<file path="config.mk">
export PLATFORM = sky130hd
export DESIGN_NAME = unified_mem_arbiter
export DESIGN_NICKNAME = d
export VERILOG_FILES = /design/src/rtl/unified_mem_arbiter.sv
export SDC_FILE = /design/constraint.sdc
export NUM_CORES = 1
export LEC_CHECK = 0
export ABC_AREA = 1
export CORE_MARGIN = 2
export CORE_UTILIZATION = 38
export DETAILED_ROUTE_END_ITERATION = 12
export PLACE_DENSITY_LB_ADDON = 0.25
export SLEW_MARGIN = 20
export SYNTH_ARGS = -nofsm -noshare
export SYNTH_HDL_FRONTEND = slang
export SYNTH_SLANG_ARGS = --single-unit
export TNS_END_PERCENT = 1
</file>
<file path="constraint.sdc">
create_clock -name clk -period 4.7 [get_ports clk]
set_clock_uncertainty 0.2 [all_clocks]
set_input_delay 0.94 -clock clk [delete_from_list [all_inputs] [get_ports clk]]
set_output_delay 0.94 -clock clk [all_outputs]
set_load 0.1 [all_outputs]
</file>
<file path="src/rtl/unified_mem_arbiter.sv">
// Arbiter sharing one single-port unified memory between instruction fetch and load/store.
// Data has priority; fetch is forced after STARVE_LIMIT data grants; each access times out.
module unified_mem_arbiter #(
  parameter int unsigned ADDR_W       = 32,
  parameter int unsigned DATA_W       = 32,
  parameter int unsigned STARVE_LIMIT = 4,
  parameter int unsigned TIMEOUT      = 16
) (
  input  logic                clk,
  input  logic                reset,
  input  logic                if_req,
  input  logic [ADDR_W-1:0]   if_addr,
  output logic                if_done,
  output logic [DATA_W-1:0]   if_rdata,
  output logic                if_err,
  input  logic                d_req,
  input  logic                d_we,
  input  logic [DATA_W/8-1:0] d_wstrb,
  input  logic [ADDR_W-1:0]   d_addr,
  input  logic [DATA_W-1:0]   d_wdata,
  output logic                d_done,
  output logic [DATA_W-1:0]   d_rdata,
  output logic                d_err,
  output logic                mem_req,
  output logic                mem_we,
  output logic [DATA_W/8-1:0] mem_wstrb,
  output logic [ADDR_W-1:0]   mem_addr,
  output logic [DATA_W-1:0]   mem_wdata,
  input  logic [DATA_W-1:0]   mem_rdata,
  input  logic                mem_ready,
  output logic                busy
);

  localparam int unsigned STRB_W = DATA_W / 8;
  localparam int unsigned SC_W   = (STARVE_LIMIT < 1) ? 1 : $clog2(STARVE_LIMIT + 1);
  localparam int unsigned TC_W   = $clog2(TIMEOUT);

  typedef enum logic [1:0] {IDLE, BUSY_I, BUSY_D} state_t;

  state_t            state, state_nx;
  logic [SC_W-1:0]   starve_cnt, starve_nx;
  logic [TC_W-1:0]   tmo_cnt, tmo_nx;
  logic              if_elig, d_elig, grant_d, grant_i, timeout_hit, finish;

  logic                if_done_nx, if_err_nx, d_done_nx, d_err_nx;
  logic                mem_req_nx, mem_we_nx, busy_nx;
  logic [DATA_W-1:0]   if_rdata_nx, d_rdata_nx, mem_wdata_nx;
  logic [STRB_W-1:0]   mem_wstrb_nx;
  logic [ADDR_W-1:0]   mem_addr_nx;

  // A requester still showing its done pulse is not eligible, so it cannot be regranted while dropping req
  assign if_elig     = if_req && !if_done;
  assign d_elig      = d_req && !d_done;
  assign grant_d     = (state == IDLE) && d_elig && (!if_elig || starve_cnt != SC_W'(STARVE_LIMIT));
  assign grant_i     = (state == IDLE) && if_elig && !grant_d;
  assign timeout_hit = !mem_ready && (tmo_cnt == TC_W'(TIMEOUT - 1));
  assign finish      = (state != IDLE) && (mem_ready || timeout_hit);

  // State and registered outputs
  always_ff @(posedge clk or posedge reset) begin
    if (reset) begin
      state      <= IDLE;
      starve_cnt <= '0;
      tmo_cnt    <= '0;
      if_done    <= 1'b0;
      if_err     <= 1'b0;
      if_rdata   <= '0;
      d_done     <= 1'b0;
      d_err      <= 1'b0;
      d_rdata    <= '0;
      mem_req    <= 1'b0;
      mem_we     <= 1'b0;
      mem_wstrb  <= '0;
      mem_addr   <= '0;
      mem_wdata  <= '0;
      busy       <= 1'b0;
    end else begin
      state      <= state_nx;
      starve_cnt <= starve_nx;
      tmo_cnt    <= tmo_nx;
      if_done    <= if_done_nx;
      if_err     <= if_err_nx;
      if_rdata   <= if_rdata_nx;
      d_done     <= d_done_nx;
      d_err      <= d_err_nx;
      d_rdata    <= d_rdata_nx;
      mem_req    <= mem_req_nx;
      mem_we     <= mem_we_nx;
      mem_wstrb  <= mem_wstrb_nx;
      mem_addr   <= mem_addr_nx;
      mem_wdata  <= mem_wdata_nx;
      busy       <= busy_nx;
    end
  end

  // Next state
  always_comb begin
    state_nx = state;
    unique case (state)
      IDLE: begin
        if (grant_d)      state_nx = BUSY_D;
        else if (grant_i) state_nx = BUSY_I;
      end
      BUSY_I, BUSY_D: if (finish) state_nx = IDLE;
      default: state_nx = IDLE;
    endcase
  end

  // Next values of outputs and counters
  always_comb begin
    starve_nx    = starve_cnt;
    tmo_nx       = tmo_cnt;
    if_done_nx   = 1'b0;
    if_err_nx    = 1'b0;
    if_rdata_nx  = if_rdata;
    d_done_nx    = 1'b0;
    d_err_nx     = 1'b0;
    d_rdata_nx   = d_rdata;
    mem_req_nx   = mem_req;
    mem_we_nx    = mem_we;
    mem_wstrb_nx = mem_wstrb;
    mem_addr_nx  = mem_addr;
    mem_wdata_nx = mem_wdata;
    busy_nx      = (state_nx != IDLE);
    if (grant_d) begin
      mem_req_nx   = 1'b1;
      mem_we_nx    = d_we;
      mem_wstrb_nx = d_wstrb;
      mem_addr_nx  = d_addr;
      mem_wdata_nx = d_wdata;
      tmo_nx       = '0;
      if (!if_req)                                  starve_nx = '0;
      else if (starve_cnt != SC_W'(STARVE_LIMIT))   starve_nx = starve_cnt + SC_W'(1);
    end else if (grant_i) begin
      mem_req_nx   = 1'b1;
      mem_we_nx    = 1'b0;
      mem_wstrb_nx = '0;
      mem_addr_nx  = if_addr;
      mem_wdata_nx = '0;
      tmo_nx       = '0;
      starve_nx    = '0;
    end else if (finish) begin
      mem_req_nx = 1'b0;
      if (state == BUSY_I) begin
        if_done_nx  = 1'b1;
        if_err_nx   = timeout_hit;
        if_rdata_nx = mem_ready ? mem_rdata : '0;
      end else begin
        d_done_nx  = 1'b1;
        d_err_nx   = timeout_hit;
        d_rdata_nx = (mem_ready && !mem_we) ? mem_rdata : '0;
      end
    end else if (state != IDLE) begin
      tmo_nx = tmo_cnt + TC_W'(1);
    end
  end

endmodule
</file>
# Word-level counts from Yosys, hierarchy flattened
# Cells that the tools add are included.
# totals
ff_bits,148
out_inout_bits,139
wordCells,95
# op_classes
addsub,2
n_eq_ne,6
n_mux,41
n_bitwise,3
reduce_logical,28
# ops
operator,count
$mux W32,6
$mux W4,6
$mux W1,21
$mux W3,4
$logic_and A1 B1 Y1,9
$reduce_and A4 Y1,2
$logic_not A1 Y1,6
$mux W2,3
$ne A3 B3 Y1 const B,2
$reduce_bool A2 Y1,3
$reduce_bool A3 Y1,2
$add A4 B1 Y4 const B,1
$eq A4 B4 Y1 const B,1
$pmux W2 S2,1
$reduce_and A2 Y1,2
$add A3 B1 Y3 const B,1
$ne A3 B2 Y1 const B,1
$not A1 Y1,3
$eq A2 B1 Y1 const B,1
$eq A2 B2 Y1 const B,1
$logic_not A2 Y1,1
$logic_or A1 B1 Y1,2
$reduce_or A2 Y1,1

# Longest topological paths before layout
# logic_depth
depth_word,11
depth_mapped,12
mapped_depth_nobuf,11

# Least setup slack after synthesis
# No wires, ideal clock.
# synth_path
path_kind,reg2out
from,register if_done
to,output if_done
t_arrival_ps,952
slack_ps,2608
stages_incl_launch_ff,1
path_buffers,0
cell_sequence,dfrtp_1
# synth_rtl
element,line_no,source
from (decl),13,"output logic if_done,"
from (signal assigned),81,if_done <= if_done_nx;
# No word-level cell between the ends.

# Worst setup path in the final report
# layout_path
from,register if_done
to,output if_done
# No word-level cell between the ends.

==> metrics.cfg <==
[final_layout]
layout_commonest_cell=nand2_1
nFillCells=1467
final_design_area_no_fill_um2=9800
drive_gt1_frac=0.0757
multiInputGateArea_um2=2300
nets=1122
final_cell_mix=nand2_1 (298), clkdlybuf4s50_1 (276), dfrtp_1 (148)
area_growth_pct=53.0
seqCellArea_um2=3700
diodes=0

[clock_network]
clockBufferDepth=2
clock-sinks=148
postCtsHoldBufs=0
post-cts-setup-buffers=0
cts_buffers=17
clock-root-buffer=clkbuf_16
cts_resized=0
htree_levels=4
cts.clk_slew.worst_paths_ps=60
cts_tree=yes
insertion_delay_ps=420

[synthesis]
ys_ff_latch=148
async_flop_share=1.00
ys_seq_area_frac=0.578
synth_ff_type=dfrtp_1
syn-cell-area_um2=6410
synth.distinct_cells=27
synthCells=717
syn_nets=861
synth_area_per_cell_um2=8.94
synth-edff-count=0
yosys_warnings=0

[floorplan]
io_pins=277
dieArea_um2=17900
rows=47
die_x_um=134
core-area_um2=16500
die_y_um=134
start_util=0.388

[setup_path]
path_delay_family=buffers and inverters
worst-path-buf-inv=1
end_kind=output pin
worstPathRequired_ps=3560
slowest_stage=clkdlybuf4s50_1
crit_chain=clkdlybuf4s50_1
worstSetupPathType=flop to output pin
cpPeakStageDelay_ps=1190
path_max_fanout=3
cp-start-kind=flop
cp.arrival_ps=2030

[placed_design]
dp_hpwl_um=12800
port_buffers=276
finalWeightedCongestion=0.784
placed_cell_area_um2=9240

[grt]
grt_pass1_wl_um=29900
track_usage=0.211
grt_max_degree=50
overflow=0
grt_pass1_vias=5738
antenna_found_initial=0

[run_status]
status=finished, final reports clean

[run]
cap_viol_max_count=0

[drt]
dr.pass1.iters=4
vias_per_cell=4.77
routedWlPerCell_um=15.5
drt-total-wl_um=18700
dr.first_iter.drc_count=306
detail-route-antenna-nets=0
drc=0
vias=5781

[sta]
slew-limit-headroom=0.305
finalSetupViolCount=0
drv_slew=0
max_freq_mhz=316
worstMarginPinSlew_ps=1040
hold_violations=0
period_needed_ps=3170
rsz0062_at_grt=no
tns_ps=0
timing.final.crit_share=0.674

[hold_path]
hp-class=flop to flop

flip-flops by register name, summed over array words and instances (netlist names):
signal / flops
busy: 1
d_done: 1
d_err: 1
d_rdata: 32
if_done: 1
if_err: 1
if_rdata: 32
mem_addr: 32
mem_req: 1
mem_wdata: 32
mem_we: 1
mem_wstrb: 4
starve_cnt: 3
state: 2
tmo_cnt: 4
per-stage QoR:
step / hold slack, ps / utilization / setup slack [ps] / instances
2_1_floorplan: 276 / - / 1700 / 717
3_3_place_gp: 261 / 0.559 / 1230 / 1179
3_5_place_dp: 264 / 0.559 / 1170 / 1179
4_1_cts: 281 / 0.593 / 1490 / 1211
5_1_grt: 293 / 0.593 / 1400 / 1211
6_report: 278 / 0.593 / 1530 / 1211
cells by family (layout without fill, tap and decap cells):
group | Yosys count | count (layout) | synth area share
compound gates | 73 | 73 | 0.0674
xor+xnor | 1 | 1 | 0.00137
fa+ha+maj | 6 | 6 | 0.0117
buf+inv | 67 | 341 | 0.0633
flops | 148 | 148 | 0.578
simple gates | 422 | 422 | 0.278
worst paths after layout:
kind,slack [ps],cells past startpoint,endpoint,from
setup reg to reg,2220,9,mem_addr[4],state[1]
hold reg to reg,280,2,mem_wdata[30],mem_wdata[30]
setup / recovery,1530,1,if_done,if_done
hold / removal,280,2,mem_wdata[30],mem_wdata[30]
max in group asynchronous,2690,3,if_rdata[9],reset
min in group asynchronous,820,2,mem_addr[24],reset
layout make-up:
class / instances / area share
Sequential cell: 148 / 0.378
Multi-Input combinational cell: 502 / 0.235
Timing Repair Buffer: 288 / 0.294
Tap cell: 220 / 0.0281
Clock buffer: 21 / 0.0470
Clock inverter: 11 / 0.0105
Inverter: 21 / 0.00843
layer usage:
layer / up-vias / wire length (µm) / GRT usage
li1: 2829 / - / -
met1: 2736 / 7960 / 0.274
met2: 187 / 9050 / 0.336
met3: 29 / 1240 / 0.0620
met4: 0 / 456 / 0.0798
met5: - / 0 / 0
synth_stat cells (2+ instances only):
cell type    n  area (µm²)
inv_2        3        11.3
nor2_1       2        7.51
buf_6       17         191
o21ai_0     11        55.1
clkbuf_1    14        52.6
nand2_1    298        1120
nand4_1      4        25.0
ha_1         6        75.1
nand3_1    105         526
dfrtp_1    148        3700
o21ai_1     42         210
nor2_4       2        22.5
o21ai_2     17         149
inv_1       17        63.8
buf_4        3        22.5
a21oi_1      2        10.0
buf_2       11        55.1
nand3_2      3        30.0
nand2_2      4        25.0
Power is left out: the tool's default activity adds up to more than one toggle a clock period on the data nets, which glitch-free logic cannot reach.
